==> config.mk <==
export PLATFORM = sky130hd
export DESIGN_NAME = cpu_mem_port_agent
export DESIGN_NICKNAME = d
export VERILOG_FILES = /design/src/rtl/mem_pkg.sv /design/src/rtl/line_cmd_fifo.sv /design/src/rtl/cpu_mem_port_agent.sv
export SDC_FILE = /design/constraint.sdc
export NUM_CORES = 1
export LEC_CHECK = 0
export CAP_MARGIN = 10
export CORE_ASPECT_RATIO = 1.75
export CORE_MARGIN = 1
export CORE_UTILIZATION = 35
export DETAILED_ROUTE_END_ITERATION = 12
export PLACE_DENSITY = 0.65
export SLEW_MARGIN = 20
export SYNTH_ARGS = -nofsm -noshare
export SYNTH_HDL_FRONTEND = slang
export SYNTH_SLANG_ARGS = --single-unit
==> constraint.sdc <==
create_clock -name clk -period 4.1 [get_ports clk]
set_clock_uncertainty 0.15 [all_clocks]
set_input_delay 1.025 -clock clk [delete_from_list [all_inputs] [get_ports clk]]
set_output_delay 1.025 -clock clk [all_outputs]
set_load 0.03 [all_outputs]
==> src/rtl/mem_pkg.sv <==
// Shared types for the CPU-side memory port: MESI encoding, line layout and agent FSM states.
package mem_pkg;

  typedef enum logic [1:0] {
    I = 2'b00,
    S = 2'b01,
    E = 2'b10,
    M = 2'b11
  } Tmesi_state;

  typedef struct packed {
    Tmesi_state  mesi;
    logic [63:0] data;
  } Tline;

  localparam int LINE_W = 66;

  typedef enum logic [2:0] {
    ST_IDLE,
    ST_REQ,
    ST_ACCESS,
    ST_WAIT_RD,
    ST_RESP,
    ST_RELEASE
  } agent_state_t;

endpackage

==> src/rtl/line_cmd_fifo.sv <==
// Synchronous command FIFO; an entry written on push is visible at head the next cycle.
module line_cmd_fifo #(
  parameter int W     = 83,
  parameter int DEPTH = 4
) (
  input  logic         clk,
  input  logic         reset,
  input  logic         push,
  input  logic         pop,
  input  logic [W-1:0] wdata,
  output logic         full,
  output logic         empty,
  output logic [W-1:0] head
);
  localparam int PW = $clog2(DEPTH);
  localparam int CW = PW + 1;

  logic [W-1:0]  mem_q [DEPTH];
  logic [PW-1:0] wr_ptr_q, wr_ptr_d, rd_ptr_q, rd_ptr_d;
  logic [CW-1:0] count_q, count_d;
  logic          do_push, do_pop;

  assign full  = (count_q == CW'(DEPTH));
  assign empty = (count_q == '0);
  assign head  = mem_q[rd_ptr_q];

  always_comb begin
    do_push  = push && !full;
    do_pop   = pop && !empty;
    wr_ptr_d = do_push ? wr_ptr_q + 1'b1 : wr_ptr_q;
    rd_ptr_d = do_pop ? rd_ptr_q + 1'b1 : rd_ptr_q;
    unique case ({do_push, do_pop})
      2'b10:   count_d = count_q + 1'b1;
      2'b01:   count_d = count_q - 1'b1;
      default: count_d = count_q;
    endcase
  end

  always_ff @(posedge clk) begin
    if (reset) begin
      wr_ptr_q <= '0;
      rd_ptr_q <= '0;
      count_q  <= '0;
    end else begin
      wr_ptr_q <= wr_ptr_d;
      rd_ptr_q <= rd_ptr_d;
      count_q  <= count_d;
    end
  end

  // Storage carries no reset; validity is tracked by count_q alone.
  always_ff @(posedge clk) begin
    if (do_push) mem_q[wr_ptr_q] <= wdata;
  end

endmodule

==> src/rtl/cpu_mem_port_agent.sv <==
// CPU-side requester: queues cache line commands, arbitrates for the memory slot,
// performs one line transfer per granted access and returns a response to the cache.
module cpu_mem_port_agent
  import mem_pkg::*;
#(
  parameter int ADDR_W      = 16,
  parameter int DATA_W      = 64,
  parameter int MESI_W      = 2,
  parameter int QDEPTH      = 4,
  parameter int RD_LAT      = 1,
  parameter int MAX_BURST   = 4,
  parameter int GNT_TIMEOUT = 255
) (
  input  logic                     clk,
  input  logic                     reset,
  input  logic                     cmd_valid,
  output logic                     cmd_ready,
  input  logic                     cmd_we,
  input  logic [ADDR_W-1:0]        cmd_addr,
  input  logic [DATA_W-1:0]        cmd_data,
  input  logic [MESI_W-1:0]        cmd_mesi,
  output logic                     rsp_valid,
  input  logic                     rsp_ready,
  output logic [DATA_W-1:0]        rsp_data,
  output logic [MESI_W-1:0]        rsp_mesi,
  output logic                     rsp_err,
  output logic                     req,
  input  logic                     gnt,
  output logic [ADDR_W-1:0]        mem_addr,
  output logic                     mem_we,
  output logic [MESI_W+DATA_W-1:0] mem_wline,
  input  logic [MESI_W+DATA_W-1:0] mem_rline
);
  localparam int LW = MESI_W + DATA_W;
  localparam int EW = 1 + ADDR_W + LW;
  localparam int TW = $clog2(GNT_TIMEOUT + 1);
  localparam int BW = $clog2(MAX_BURST + 1);
  localparam int RW = $clog2(RD_LAT + 1);

  agent_state_t      state_q, state_d;
  logic [TW-1:0]     tmo_q, tmo_d, tmo_inc;
  logic [BW-1:0]     burst_q, burst_d, burst_inc;
  logic [RW-1:0]     rd_cnt_q, rd_cnt_d;
  logic              req_q, req_d;
  logic [ADDR_W-1:0] mem_addr_q, mem_addr_d;
  logic              mem_we_q, mem_we_d;
  logic [LW-1:0]     mem_wline_q, mem_wline_d;
  logic              rsp_valid_q, rsp_valid_d;
  logic [DATA_W-1:0] rsp_data_q, rsp_data_d;
  logic [MESI_W-1:0] rsp_mesi_q, rsp_mesi_d;
  logic              rsp_err_q, rsp_err_d;

  logic              fifo_full, fifo_empty, fifo_pop;
  logic [EW-1:0]     fifo_head;
  logic              head_we;
  logic [ADDR_W-1:0] head_addr;
  logic [LW-1:0]     head_line;

  line_cmd_fifo #(.W(EW), .DEPTH(QDEPTH)) u_fifo (
    .clk   (clk),
    .reset (reset),
    .push  (cmd_valid && cmd_ready),
    .pop   (fifo_pop),
    .wdata ({cmd_we, cmd_addr, cmd_mesi, cmd_data}),
    .full  (fifo_full),
    .empty (fifo_empty),
    .head  (fifo_head)
  );

  assign head_we   = fifo_head[EW-1];
  assign head_addr = fifo_head[EW-2 -: ADDR_W];
  assign head_line = fifo_head[LW-1:0];

  assign cmd_ready = !fifo_full;
  assign req       = req_q;
  assign mem_addr  = mem_addr_q;
  assign mem_we    = mem_we_q;
  assign mem_wline = mem_wline_q;
  assign rsp_valid = rsp_valid_q;
  assign rsp_data  = rsp_data_q;
  assign rsp_mesi  = rsp_mesi_q;
  assign rsp_err   = rsp_err_q;

  always_comb begin
    state_d     = state_q;
    tmo_d       = tmo_q;
    burst_d     = burst_q;
    rd_cnt_d    = rd_cnt_q;
    req_d       = req_q;
    mem_addr_d  = mem_addr_q;
    mem_we_d    = 1'b0;
    mem_wline_d = '0;
    rsp_valid_d = rsp_valid_q;
    rsp_data_d  = rsp_data_q;
    rsp_mesi_d  = rsp_mesi_q;
    rsp_err_d   = rsp_err_q;
    fifo_pop    = 1'b0;
    tmo_inc     = (tmo_q == TW'(GNT_TIMEOUT)) ? tmo_q : tmo_q + 1'b1;
    burst_inc   = burst_q + 1'b1;

    unique case (state_q)
      ST_IDLE: begin
        req_d = 1'b0;
        if (!fifo_empty) begin
          state_d = ST_REQ;
          req_d   = 1'b1;
          tmo_d   = '0;
        end
      end
      ST_REQ: begin
        if (gnt) begin
          state_d     = ST_ACCESS;
          mem_addr_d  = head_addr;
          mem_we_d    = head_we;
          mem_wline_d = head_we ? head_line : '0;
        end else begin
          tmo_d = tmo_inc;
          if (tmo_inc == TW'(GNT_TIMEOUT)) begin
            fifo_pop    = 1'b1;
            state_d     = ST_RESP;
            rsp_valid_d = 1'b1;
            rsp_err_d   = 1'b1;
            rsp_data_d  = '0;
            rsp_mesi_d  = '0;
          end
        end
      end
      ST_ACCESS: begin
        if (head_we) begin
          fifo_pop    = 1'b1;
          state_d     = ST_RESP;
          rsp_valid_d = 1'b1;
          rsp_err_d   = 1'b0;
          rsp_data_d  = '0;
          rsp_mesi_d  = '0;
        end else begin
          state_d  = ST_WAIT_RD;
          rd_cnt_d = RW'(1);
        end
      end
      ST_WAIT_RD: begin
        // The ACCESS cycle counts as the first of the RD_LAT cycles.
        if (rd_cnt_q == RW'(RD_LAT)) begin
          fifo_pop    = 1'b1;
          state_d     = ST_RESP;
          rsp_valid_d = 1'b1;
          rsp_err_d   = 1'b0;
          rsp_data_d  = mem_rline[DATA_W-1:0];
          rsp_mesi_d  = mem_rline[LW-1 -: MESI_W];
        end else begin
          rd_cnt_d = rd_cnt_q + 1'b1;
        end
      end
      ST_RESP: begin
        if (rsp_ready) begin
          rsp_valid_d = 1'b0;
          rsp_err_d   = 1'b0;
          rsp_data_d  = '0;
          rsp_mesi_d  = '0;
          burst_d     = burst_inc;
          if (!fifo_empty && (burst_inc < BW'(MAX_BURST)) && !rsp_err_q) begin
            state_d     = ST_ACCESS;
            mem_addr_d  = head_addr;
            mem_we_d    = head_we;
            mem_wline_d = head_we ? head_line : '0;
          end else begin
            state_d = ST_RELEASE;
            req_d   = 1'b0;
          end
        end
      end
      ST_RELEASE: begin
        // Hold off re-requesting until the arbiter's registered grant has dropped.
        req_d = 1'b0;
        if (!gnt) begin
          burst_d = '0;
          state_d = ST_IDLE;
        end
      end
      default: state_d = ST_IDLE;
    endcase
  end

  always_ff @(posedge clk) begin
    if (reset) begin
      state_q     <= ST_IDLE;
      tmo_q       <= '0;
      burst_q     <= '0;
      rd_cnt_q    <= '0;
      req_q       <= 1'b0;
      mem_addr_q  <= '0;
      mem_we_q    <= 1'b0;
      mem_wline_q <= '0;
      rsp_valid_q <= 1'b0;
      rsp_data_q  <= '0;
      rsp_mesi_q  <= '0;
      rsp_err_q   <= 1'b0;
    end else begin
      state_q     <= state_d;
      tmo_q       <= tmo_d;
      burst_q     <= burst_d;
      rd_cnt_q    <= rd_cnt_d;
      req_q       <= req_d;
      mem_addr_q  <= mem_addr_d;
      mem_we_q    <= mem_we_d;
      mem_wline_q <= mem_wline_d;
      rsp_valid_q <= rsp_valid_d;
      rsp_data_q  <= rsp_data_d;
      rsp_mesi_q  <= rsp_mesi_d;
      rsp_err_q   <= rsp_err_d;
    end
  end

endmodule

Yosys cells after proc, flatten, opt, wreduce, memory -nomap -nowiden --
Memory sizes are Yosys's and may differ from the RTL's. A register that Yosys moved wholly into a read port is not among the register bits. Index checks and enable logic that the tools add are counted.
Storage, ports and cells: output and inout bits 153, RAM bits 332, input port bits 154, memories kept 1, register bits 174, logic and storage cells 136
Memory list:
- u_fifo.mem_q | depth 4, width 83, rd ports 1, clocked after memory_dff 1, wr ports 1, line line_cmd_fifo.sv:18 | logic [W-1:0] mem_q [DEPTH];
Operators by class: order comparisons 1, add/subtract/negate cells 7, eq/ne operators 22, reduce and logical (&&, ||, !) cells 24, multiplexer cells 66
Operators with widths (count):
- $mux W64 | 5
- $mux W66 | 4
- $pmux W64 S4 | 1
- $pmux W66 S2 | 1
- $mux W16 | 3
- $pmux W16 S2 | 1
- $mux W3 | 9
- $mux W8 | 3
- $ne A2 B2 Y1 const B | 11
- $mux W1 | 21
- $pmux W3 S6 | 1
- $eq A8 B8 Y1 const B | 2
- $pmux W8 S2 | 1
- $mux W2 | 7
- $pmux W3 S2 | 2
- $reduce_bool A2 Y1 | 5
- $eq A3 B3 Y1 const B | 3
- $reduce_and A3 Y1 | 3
- $add A8 B1 Y8 const B | 1
- $pmux W1 S4 | 2
- $pmux W2 S4 | 1
- $add A3 B1 Y3 const B | 2
- $eq A3 B2 Y1 const B | 2
- $logic_not A3 Y1 | 2
- other kinds (18) | 27

Depth between registers and ports, before layout --
depth in word-level cells 9, mapped depth 10, depth with buffers taken out 10

Modules after synthesis --
A second synthesis with hierarchy kept.
Second synthesis, totals: cells, all modules 1125, area total of the unflattened synthesis 18728.0 um^2
Modules (own cells, without submodules):
- line_cmd_fifo | instances 1, cells each 487, area an instance 12448.2 um^2, seq. area each 10149.7 um^2
- cpu_mem_port_agent | instances 1, cells each 638, area an instance 6279.8 um^2, seq. area each 3343.2 um^2

Worst setup path before layout --
OpenSTA, ideal clock, no wires.
kind input-to-reg, start point input port cmd_valid, end point memory u_fifo.mem_q[0][0] (enable), arrival 2.996 ns, required time 3.499 ns, cell stages on the path 1, buffers on the path 0, setup time 0.451 ns, setup slack 0.503 ns, cell sequence and3_1
On the way: cells in the longest elaborated chain, start to end 4
RTL lines:
- from (decl) | line cpu_mem_port_agent.sv:16 | input logic cmd_valid,
- $logic_and A1 B1 Y1 | line cpu_mem_port_agent.sv:62 | .push (cmd_valid && cmd_ready),
- $logic_and A1 B1 Y1 | line line_cmd_fifo.sv:28 | do_push = push && !full;
- $mux W1 | line line_cmd_fifo.sv:53 | if (do_push) mem_q[wr_ptr_q] <= wdata;
- $mux W1 (implied by the code) | line line_cmd_fifo.sv:53
- to (decl) | line line_cmd_fifo.sv:18
No other way between the ends.

Final worst setup path --
start point register u_fifo.count_q[0], end point output port cmd_ready
On the way: cells in the longest elaborated chain, start to end 2
RTL lines:
- from (decl) | line line_cmd_fifo.sv:20 | logic [CW-1:0] count_q, count_d;
- from (signal assigned) | line line_cmd_fifo.sv:47 | count_q <= count_d;
- $eq A3 B3 Y1 | line line_cmd_fifo.sv:23 | assign full = (count_q == CW'(DEPTH));
- $logic_not A1 Y1 | line cpu_mem_port_agent.sv:74 | assign cmd_ready = !fifo_full;
- to (decl) | line cpu_mem_port_agent.sv:17 | output logic cmd_ready,
No other way between the ends.

==> metrics.txt <==
outcome=finished, final reports clean; vias per cell=4.86; maximum vdd drop=0.423 mV; Boundary Pins=307; final wirelength=42,000 µm; initial core utilization=35.4%; sequential share of the synthesized area=71.4%; TritonCTS Buffers=49; via count=10,600; CTS tree=yes; WL/cell=19.2 µm; clock sinks=508; Post-CTS Setup Repair Bufs=0; CTS H-tree depth=2; GR Util All Layers=15.1%; Ys Warns=0; Post-synth EDFFs=332; Setup violations, final=0; largest net degree at the start of global routing=83; hold crit path type=flop to flop; CTS resizes=0; synthesized area per cell=16.4 µm²; crit end category=output pin; Worst-Skew Late Latency=0.58 ns; row count=112; Cells after Synth=1,155; Die Height=309 µm; layout cells sized above 1=14.5%; Rel. slew slack=36.2%; PnR worst setup slack=0.890 ns; Bufs on Longest Clock Path=3; fin. max-slew vios=0; routability congestion estimate=0.791; ys async rst share=0%; Place WS=0.560 ns; first-pass GRT wire length=62,700 µm; pwr dens=467 nW/µm²; number of fill cells=4,644; post-route minimum period=3.21 ns; period utilisation layout=78.3%; fmax=0.311 GHz; CP max FO=6; unrepaired setup endpoints after global routing=false; WP data arrival=2.04 ns; Synth Register Bits=508; TritonRoute pass-1 iters=4; number of routed nets with antenna violations=0; Worst Path Required=2.92 ns; Finished Core Util=45.8%; max-cap viol count=0; port bufs=306; most common cell after layout, fill and taps aside=edfxtp_1; area grow syn2layout=29.4%; vias in the first global route=11,100; post-synth cell types=56; Pleak=7.83 nW; Nets=1,625; final hold vios=0; Slew @ Worst Pin=0.957 ns; post-cts hold buffer count=0; Final TNS setup=0 ns; Startpoint Class=flop; hold_ws=0.320 ns; most frequent cells in the layout=332 x edfxtp_1, 305 x clkdlybuf4s50_1, 173 x dfxtp_1, 104 x nand2_1, 89 x nor2b_1; HPWL Detailed=25,500 µm; Post-synth top flop=edfxtp_1; Setup Crit Path Kind=flop to output pin; Initial DRC Count=537; clock root buffer master=clkbuf_16; clk slew on worst S/H paths=0.06 ns; initial antenna violation count=5; Netlist Area Pre-Place=18,900 µm²; total gr overflow=0; core area=53,400 µm²; DRC viols=0; DIE AREA=55,000 µm²; Die X-Extent=178 µm; Post-Syn Nets=1,317
where the power goes:
part           total, mW  internal (mW)  switching [mW]
registers           5.79           5.68           0.115
logic               1.04          0.497           0.545
clock network       4.59           2.63            1.96
worst max-delay path, stage by stage, from the launching register on:
cell             delay [ns]
dfxtp_1                0.43
nor2_1                 0.08
nand2_1                0.18
clkdlybuf4s50_1        0.77
cells by family after synthesis:
kind of cell             count (synthesis)  share of synthesized area, %
buffers and inverters                   73                          1.81
flip-flops                             508                          71.4
XOR/XNOR                                 4                         0.185
AO/OA/AOI/OAI                           73                          2.52
adder cells (fa/ha/maj)                  8                         0.569
multiplexers                           156                          13.8
AND/OR/NAND/NOR                        333                          9.77
final timing paths:
kind | from | to | slack [ns] | depth (start not counted)
setup / recovery | u_fifo.count_q[0]$_SDFFE_PP0P_ | cmd_ready | 0.89 | 3
hold / removal | rsp_data[17]$_SDFFE_PP0P_ | rsp_data[17]$_SDFFE_PP0P_ | 0.32 | 2
setup reg to reg | flop | u_fifo.count_q[2]$_SDFFE_PP0P_ | 0.94 | 9
hold reg to reg | rsp_data[17]$_SDFFE_PP0P_ | rsp_data[17]$_SDFFE_PP0P_ | 0.32 | 2
sequential cells by signal, summed over array words and instances (netlist names), 2 cells and up, named ones only:
name and cells:
burst_q 3, mem_addr 16, mem_wline 66, rsp_data 64, rsp_mesi 2, state_q 3
tmo_q 8, u_fifo.count_q 3, u_fifo.mem_q 332, u_fifo.rd_ptr_q 2, u_fifo.wr_ptr_q 2
synth_stat cells (3+ instances only):
cell type,n,area share [%]
buf_6,4,0.24
buf_4,4,0.16
mux4_2,83,9.9
nand3_1,6,0.16
o31ai_1,3,0.12
buf_2,18,0.48
nand2b_1,72,2.4
and3_1,5,0.17
or4b_2,16,0.85
nor2b_1,89,2.9
dfxtp_1,176,19
a41oi_1,3,0.14
ha_1,7,0.46
and2_1,5,0.17
inv_1,6,0.12
a21oi_1,17,0.45
a211oi_1,6,0.24
or3_1,5,0.17
nor3_1,3,0.079
mux2i_1,69,3.7
o21ai_0,23,0.61
clkbuf_1,40,0.79
nand2_1,104,2.1
a31oi_1,3,0.099
edfxtp_1,332,53
nor2_1,16,0.32
mux2_2,4,0.24
through the flow:
step                power, mW  std cells  area [µm²]
floorplan                6.48       1155       18900
global placement         6.93       2096       22800
detailed placement       6.96       2096       22800
CTS                      11.6       2186       24500
global route             11.9       2187       24500
finish                   11.4       2188       24500
layer usage:
layer	track usage, %	share of wire, %	routed length, µm	vias up
met1	16.5	39	16200	5273
met2	26.8	51	21300	350
met3	4.78	7.8	3290	77
met5	0	0.064	27	-
li1	-	-	-	4931
met4	5.76	2.6	1100	4
layout make-up:
class	instances	area (µm²)	area share [%]
Clock buffer	61	1320	5.41
Timing Repair Buffer	324	3320	13.6
Tap cell	684	856	3.50
Antenna cell	2	5.00	0.0205
Clock inverter	29	313	1.28
Sequential cell	508	13500	55.2
Inverter	6	22.5	0.0921
Multi-Input combinational cell	574	5110	20.9
Power figures use the tool's default switching activity.
